File: config.mk
export PLATFORM = sky130hd
export DESIGN_NAME = keymem_pro
export DESIGN_NICKNAME = d
export VERILOG_FILES = /design/src/rtl/keymem_pro.sv
export SDC_FILE = /design/constraint.sdc
export NUM_CORES = 2
export LEC_CHECK = 0
export BUFFER_PORTS_ARGS = -buffer_cell sky130_fd_sc_hd__buf_2
export CAP_MARGIN = 0
export CORE_MARGIN = 4
export CORE_UTILIZATION = 55
export DETAILED_ROUTE_END_ITERATION = 7
export PLACE_DENSITY_LB_ADDON = 0.2
export RECOVER_POWER = 50
export SYNTH_ARGS = -nofsm -noshare
export SYNTH_HDL_FRONTEND = slang
export SYNTH_SLANG_ARGS = --single-unit
File: constraint.sdc
create_clock -name clk -period 24.9 [get_ports clk]
set_input_delay 0 -clock clk [delete_from_list [all_inputs] [get_ports clk]]
set_output_delay 0 -clock clk [all_outputs]
set_load 0.05 [all_outputs]
File: src/rtl/keymem_pro.sv
// keymem_pro: AES round-key store with two independent stalling request/response read ports.
// Optional build macro KEYMEM_FWD_EN: forward a same-cycle write directly to a port waiting on it.
`timescale 1ns/1ps

module keymem_pro_rd_port #(
    parameter int KEY_W  = 128,
    parameter int ADDR_W = 4,
    parameter int NK_W   = ADDR_W + 1
) (
    input  logic              clk,
    input  logic              reset,
    input  logic              i_req,
    input  logic [ADDR_W-1:0] i_addr,
    input  logic [NK_W-1:0]   i_nk,
    input  logic              i_hit,
    input  logic [KEY_W-1:0]  i_rdata,
    input  logic              i_fwd,
    input  logic [KEY_W-1:0]  i_fwd_key,
    output logic [ADDR_W-1:0] o_raddr,
    output logic              o_busy,
    output logic              o_valid,
    output logic              o_err,
    output logic [KEY_W-1:0]  o_key
);
    typedef enum logic [1:0] {S_IDLE, S_WAIT, S_RESP} state_t;

    state_t            r_state;
    logic [ADDR_W-1:0] r_addr;
    logic              r_err;
    logic [KEY_W-1:0]  r_key;
    logic              w_active;
    logic              w_oor;

    // While idle the incoming address is looked up so a hit answers next cycle.
    assign o_raddr  = (r_state == S_IDLE) ? i_addr : r_addr;
    assign w_active = ((r_state == S_IDLE) && i_req) || (r_state == S_WAIT);
    assign w_oor    = NK_W'(o_raddr) >= i_nk;

    always_ff @(posedge clk or negedge reset) begin
        if (!reset) begin
            r_state <= S_IDLE;
            r_addr  <= '0;
            r_err   <= 1'b0;
            r_key   <= '0;
        end else begin
            // NOTE: err/key default to zero every cycle so they are only non-zero in RESP.
            r_err <= 1'b0;
            r_key <= '0;
            if ((r_state == S_IDLE) && i_req) begin
                r_addr <= i_addr;
            end
            if (r_state == S_RESP) begin
                r_state <= S_IDLE;
            end else if (w_active) begin
                if (w_oor) begin
                    r_state <= S_RESP;
                    r_err   <= 1'b1;
                end else if (i_fwd) begin
                    r_state <= S_RESP;
                    r_key   <= i_fwd_key;
                end else if (i_hit) begin
                    r_state <= S_RESP;
                    r_key   <= i_rdata;
                end else begin
                    r_state <= S_WAIT;
                end
            end
        end
    end

    assign o_busy  = (r_state != S_IDLE);
    assign o_valid = (r_state == S_RESP);
    assign o_err   = r_err;
    assign o_key   = r_key;
endmodule

module keymem_pro #(
    parameter int KEY_W  = 128,
    parameter int DEPTH  = 15,
    parameter int ADDR_W = 4
) (
    input  logic              clk,
    input  logic              reset,
    input  logic              inval,
    input  logic [1:0]        mode,
    input  logic              w_en,
    input  logic [ADDR_W-1:0] waddr,
    input  logic [KEY_W-1:0]  wkey,
    output logic              wr_err,
    output logic [DEPTH-1:0]  valid_bits,
    output logic              sched_done,
    input  logic              rd_encr_req,
    input  logic [ADDR_W-1:0] rd_encr_addr,
    output logic              rd_encr_busy,
    output logic              rd_encr_valid,
    output logic              rd_encr_err,
    output logic [KEY_W-1:0]  rd_encr_key,
    input  logic              rd_decr_req,
    input  logic [ADDR_W-1:0] rd_decr_addr,
    output logic              rd_decr_busy,
    output logic              rd_decr_valid,
    output logic              rd_decr_err,
    output logic [KEY_W-1:0]  rd_decr_key
);
    localparam int NK_W = ADDR_W + 1;

    logic [NK_W-1:0]   r_nk;
    logic [KEY_W-1:0]  r_mem [DEPTH];
    logic [DEPTH-1:0]  r_valid;
    logic              r_wr_err;
    logic              w_in_range;
    logic              w_wr_ok;
    logic              w_wr_drop;
    logic [NK_W-1:0]   w_new_nk;
    logic              w_sched_done;
    logic [ADDR_W-1:0] w_raddr_e, w_raddr_d;
    logic              w_hit_e, w_hit_d;
    logic              w_fwd_e, w_fwd_d;
    logic [KEY_W-1:0]  w_rdata_e, w_rdata_d;

    // Writes are judged against the NK in force before any same-cycle invalidate.
    assign w_in_range = NK_W'(waddr) < r_nk;
    assign w_wr_ok    = w_en && w_in_range && (!inval || (waddr == '0));
    assign w_wr_drop  = w_en && !w_in_range && !inval;

    always_comb begin
        case (mode)
            2'd0:    w_new_nk = NK_W'(11);
            2'd1:    w_new_nk = NK_W'(13);
            default: w_new_nk = NK_W'(15);
        endcase
    end

    // NOTE: the key array has no reset; every read is qualified by valid_bits instead.
    always_ff @(posedge clk) begin
        if (w_wr_ok) begin
            r_mem[waddr] <= wkey;
        end
    end

    always_ff @(posedge clk or negedge reset) begin
        if (!reset) begin
            r_nk     <= NK_W'(11);
            r_valid  <= '0;
            r_wr_err <= 1'b0;
        end else begin
            r_wr_err <= w_wr_drop;
            if (inval) begin
                r_nk    <= w_new_nk;
                r_valid <= {{(DEPTH-1){1'b0}}, r_valid[0] | w_wr_ok};
            end else if (w_wr_ok) begin
                r_valid[waddr] <= 1'b1;
            end
        end
    end

    always_comb begin
        w_sched_done = 1'b1;
        for (int i = 0; i < DEPTH; i++) begin
            if ((i < int'(r_nk)) && !r_valid[i]) begin
                w_sched_done = 1'b0;
            end
        end
    end

    always_comb begin
        w_hit_e   = 1'b0;
        w_rdata_e = '0;
        w_hit_d   = 1'b0;
        w_rdata_d = '0;
        if (int'(w_raddr_e) < DEPTH) begin
            w_hit_e   = r_valid[w_raddr_e];
            w_rdata_e = r_mem[w_raddr_e];
        end
        if (int'(w_raddr_d) < DEPTH) begin
            w_hit_d   = r_valid[w_raddr_d];
            w_rdata_d = r_mem[w_raddr_d];
        end
    end

`ifdef KEYMEM_FWD_EN
    assign w_fwd_e = w_wr_ok && (waddr == w_raddr_e);
    assign w_fwd_d = w_wr_ok && (waddr == w_raddr_d);
`else
    assign w_fwd_e = 1'b0;
    assign w_fwd_d = 1'b0;
`endif

    keymem_pro_rd_port #(.KEY_W(KEY_W), .ADDR_W(ADDR_W), .NK_W(NK_W)) u_encr (
        .clk       (clk),
        .reset     (reset),
        .i_req     (rd_encr_req),
        .i_addr    (rd_encr_addr),
        .i_nk      (r_nk),
        .i_hit     (w_hit_e),
        .i_rdata   (w_rdata_e),
        .i_fwd     (w_fwd_e),
        .i_fwd_key (wkey),
        .o_raddr   (w_raddr_e),
        .o_busy    (rd_encr_busy),
        .o_valid   (rd_encr_valid),
        .o_err     (rd_encr_err),
        .o_key     (rd_encr_key)
    );

    keymem_pro_rd_port #(.KEY_W(KEY_W), .ADDR_W(ADDR_W), .NK_W(NK_W)) u_decr (
        .clk       (clk),
        .reset     (reset),
        .i_req     (rd_decr_req),
        .i_addr    (rd_decr_addr),
        .i_nk      (r_nk),
        .i_hit     (w_hit_d),
        .i_rdata   (w_rdata_d),
        .i_fwd     (w_fwd_d),
        .i_fwd_key (wkey),
        .o_raddr   (w_raddr_d),
        .o_busy    (rd_decr_busy),
        .o_valid   (rd_decr_valid),
        .o_err     (rd_decr_err),
        .o_key     (rd_decr_key)
    );

    assign wr_err     = r_wr_err;
    assign valid_bits = r_valid;
    assign sched_done = w_sched_done;
endmodule
==> results.md <==
Global route:
- The overall routing resource usage is 0.347.
- The number of antenna violations at the first check in global routing is 34.
- The via count of the first global-routing pass is 71000.
- The first global-routing pass estimated 475 mm of wire.
- The aggregate global routing overflow is 0.
- The maximum number of pins on one net before global-route repair is 172.

Yosys:
- The number of flops mapped to enable cells by yosys is 1920.
- The post-synthesis instance area is 0.0971 mm^2.
- Of all cell types, the one taking the most synthesized area is sky130_fd_sc_hd__edfxtp_1.
- The top-area cell type share of the netlist area is 0.594.
- By area the synthesized netlist is led by sky130_fd_sc_hd__edfxtp_1 59%, sky130_fd_sc_hd__mux2i_1 9.6%, sky130_fd_sc_hd__dfrtp_1 7.4%, sky130_fd_sc_hd__nand2_1 6.6%, sky130_fd_sc_hd__nand3_1 2.4%.
- Counting flops with an async set or reset pin after synthesis yields a share of 0.130.
- Counting distinct cell types in the post-synthesis netlist gives 64.
- The proportion of synthesized chip area in sequential cells is 0.668.
- The register bit count reported by yosys is 2208.
- The synthesized area divided by synthesized cell count is 12.6 um^2.
- For this run, the leading register cell type out of synthesis is sky130_fd_sc_hd__edfxtp_1.
- During synthesis, Yosys emitted a total of 0 warnings.
- The synthesized instance count is 7691.
- The post-synthesis net count is 7845.

Clock network:
- The number of hold-repair buffers added at the cts stage is 168.
- The total number of clock tree sinks is 2208.
- The source-to-sink clock delay at the later pin of the worst-skew pair is 0.86 ns.
- Once the clock tree was built, the resizer swapped 0 gates to a different size.
- In this run the post-CTS setup repair buffer count came out at 0.
- The total clock buffers created by CTS is 221.
- Clock tree synthesis selected as its root buffer the cell sky130_fd_sc_hd__clkbuf_16.
- TritonCTS built the clock tree.
- The clock tree buffer depth is 3.
- After clock tree synthesis, the clock-pin slew on the worst setup and hold paths is 0.07 ns.
- The deepest level of the CTS H-tree is 4.

Route:
- For this run, the detailed router's first-pass iteration total came to 8.
- The detailed router finished its first iteration with 10300 violations.
- Dividing the detail-routed via count by the number of cells gives 6.89.
- The post-detailed-route wirelength per cell is 31.2 um.
- After detailed routing, the total wire length is 330 mm.
- The final route contains 73000 vias.
- The remaining antenna violation count after routing is 0.
- The final routed DRC violation total is 1.

Setup path:
- The critical path contains buffers and inverters numbering 3 combined.
- The launch point of the worst reg-to-reg path is u_encr.r_state[1].
- Among the stages of the critical path, the cell type that occurs most often is sky130_fd_sc_hd__buf_4.
- The worst reg2reg path depth is 8.
- The maximum fanout count along the critical path is 159.
- STA classifies the critical path startpoint as a flip-flop.
- The kind of cell with the highest combined delay along the critical path is buffers and inverters.
- The data required time of the critical path is 25.56 ns.
- The launch point of the critical path is u_encr.r_state[1].
- The count of cell instances traversed by the critical path is 8.
- The critical path goes through or3b_1 -> nand2_8 -> buf_4 -> buf_4 -> buf_12 -> mux4_2 -> a21oi_1 -> a221oi_1.
- The kind of end point of the critical path is a flip-flop.
- The maximum single-stage delay on the critical path is 0.91 ns.
- The largest individual stage delay along the critical path comes from the cell sky130_fd_sc_hd__buf_4.
- The worst setup slack for register-to-register paths is 19.28 ns.
- Data on the critical path arrives at its endpoint at 6.28 ns.
- The critical path is of the flip-flop to flip-flop type.
- The critical register-to-register path endpoint is u_encr.o_key[101].
- The critical path endpoint is u_encr.o_key[101].

Cells and area:
- The share of layout cells above drive strength 1 is 0.0754.
- The most common cell after layout, fill and taps aside is sky130_fd_sc_hd__edfxtp_1.
- The number of nets in the final layout is 8193.
- In the layout the commonest cells are 1920 x sky130_fd_sc_hd__edfxtp_1, 1704 x sky130_fd_sc_hd__nand2_1, 931 x sky130_fd_sc_hd__mux2i_1.
- The relative area change from synthesis to final layout is 13.5%.

Timing:
- After layout, the minimum clock period comes to 5.62 ns.
- The worst pin sits at a relative slew slack of -2.27.
- Setup repair after global routing left no endpoint under its margin.
- The count of final max-slew check failures is 194.
- The worst clock skew is 0.0308 ns.
- Adding up every negative setup slack in the final design gives 0 ns.
- In the finished design, the share of the clock period the worst path needs comes to 0.226.
- At the pin with the least slew margin, the transition time is 4.90 ns.
- The count of endpoints failing hold in the final timing report was 0.
- Setup violations remaining at the end of the flow were counted as 0.
- The timing-limited maximum frequency is 178 MHz.

Power:
- The peak ir drop on the vdd network is 0.154 mV.
- The standby leakage power is 39.1 nW.
- Dividing total power by cell area gives a power density of 131 mW/mm^2.
- The post-layout total power is 14.4 mW.

Floorplanning:
- The width of the die is 428 um.
- The core area is 0.175 mm^2.
- The I/O pin total is 427.
- The die covers 0.183 mm^2.
- The effective utilization at floorplan is 0.556.
- Row generation in the floorplan step produced 153 rows.
- The die height is 428 um.

Run status:
- The final reports fail on design-rule violations, max-capacitance violations, max-slew violations.
- The flow ran to the end, but the final reports show violations.

Placement:
- The post-detailed-placement half-perimeter wirelength is 165 mm.
- Routability-driven placement finished with a final weighted congestion of 0.872.
- The count of buffers from port buffering is 426.

Run:
- The tool flagged a number of max-cap violations equal to 4.

Hold path:
- The path type of the worst min-delay path is input pin to flip-flop.
-- cells in the mapped netlist, types with 21 or more instances --
| cell | instances |
|---|---|
| sky130_fd_sc_hd__buf_2 | 139 |
| sky130_fd_sc_hd__o2111ai_1 | 137 |
| sky130_fd_sc_hd__nor4_1 | 110 |
| sky130_fd_sc_hd__a21oi_1 | 351 |
| sky130_fd_sc_hd__buf_1 | 50 |
| sky130_fd_sc_hd__dfrtp_1 | 287 |
| sky130_fd_sc_hd__edfxtp_1 | 1920 |
| sky130_fd_sc_hd__a22oi_1 | 74 |
| sky130_fd_sc_hd__nand4_1 | 63 |
| sky130_fd_sc_hd__clkbuf_1 | 406 |
| sky130_fd_sc_hd__o21ai_0 | 23 |
| sky130_fd_sc_hd__mux2i_1 | 933 |
| sky130_fd_sc_hd__nand3_1 | 460 |
| sky130_fd_sc_hd__a311oi_1 | 104 |
| sky130_fd_sc_hd__nand2_1 | 1713 |
| sky130_fd_sc_hd__a31oi_1 | 138 |
| sky130_fd_sc_hd__a32oi_1 | 154 |
| sky130_fd_sc_hd__nor2_1 | 157 |
| sky130_fd_sc_hd__a221oi_1 | 21 |
| sky130_fd_sc_hd__o22ai_1 | 316 |
-- how the worst min path moves through the flow --
stage                     start           endpoint  slack [ns]  depth (start not counted)
detailed placement        reset   u_encr.o_key[21]        0.06                          1
CTS                   wkey[107]     r_mem[14][107]      0.0009                          2
global route        rd_decr_req  u_decr.r_state[0]        0.11                          4
finish              rd_decr_req  u_decr.r_state[0]        0.08                          4
floorplan                 reset            r_nk[2]       -0.30                          0
global placement          reset   u_encr.o_key[21]        0.05                          1
-- per-layer routing --
metal,track usage,vias up,share of wire
li1,-,30100,-
met1,0.457,36100,0.36
met2,0.539,5622,0.46
met3,0.0698,1126,0.12
met4,0.208,8,0.064
met5,0,-,0.00014
-- state kept, by name (all words and copies together) (netlist names), 2 cells and up --
name,cells
r_mem,1920
r_nk,2
u_decr.o_key,128
u_decr.r_addr,4
u_decr.r_state,2
u_encr.o_key,128
u_encr.r_addr,4
u_encr.r_state,2
valid_bits,15
-- stage by stage --
step / hold WS [ns] / utilization / area (um^2) / cells / setup slack, ns
3_5_place_dp: 0.0561 / 0.580 / 101000 / 9973 / 19.50
2_1_floorplan: -0.296 / - / 97100 / 7691 / 2.55
4_1_cts: 0.000906 / 0.633 / 111000 / 10600 / 19.49
5_1_grt: 0.107 / 0.630 / 110000 / 10600 / 18.52
6_report: 0.0773 / 0.631 / 110000 / 10600 / 19.28
3_3_place_gp: 0.0546 / 0.580 / 101000 / 9973 / 19.58
-- report_power, final --
group / total (mW) / internal (mW) / switching (mW)
Sequential: 4.31 / 4.18 / 0.131
Clock: 3.47 / 2.03 / 1.44
Combinational: 6.63 / 1.92 / 4.71
-- layout make-up --
class                      count  area [um^2]
fill                       13100        64500
inverter                      11         41.3
multi-input combinational   4872        30100
tap                         2325         2910
clock buffer                 316         6420
antenna                       30         75.1
clock inverter               107         1230
sequential                  2208        64900
timing repair buffer         725         4560
-- worst reg2reg max path, delay by kind of cell (launching register included) --
kind / cells / cell delay, ns
multiplexers: 1 / 0.81
flip-flops: 1 / 0.53
AND/OR/NAND/NOR: 2 / 1.04
buffers and inverters: 3 / 2.78
AO/OA/AOI/OAI: 2 / 0.27
-- cell families after synthesis --
kind of cell    after synthesis  synth area share
mux                         956             0.100
buf+inv                     611            0.0256
flops                      2208             0.668
fa+ha+maj                     6          0.000773
simple gates               2542             0.110
compound gates             1368            0.0958
Note: power is estimated with default switching activity, not from simulation.
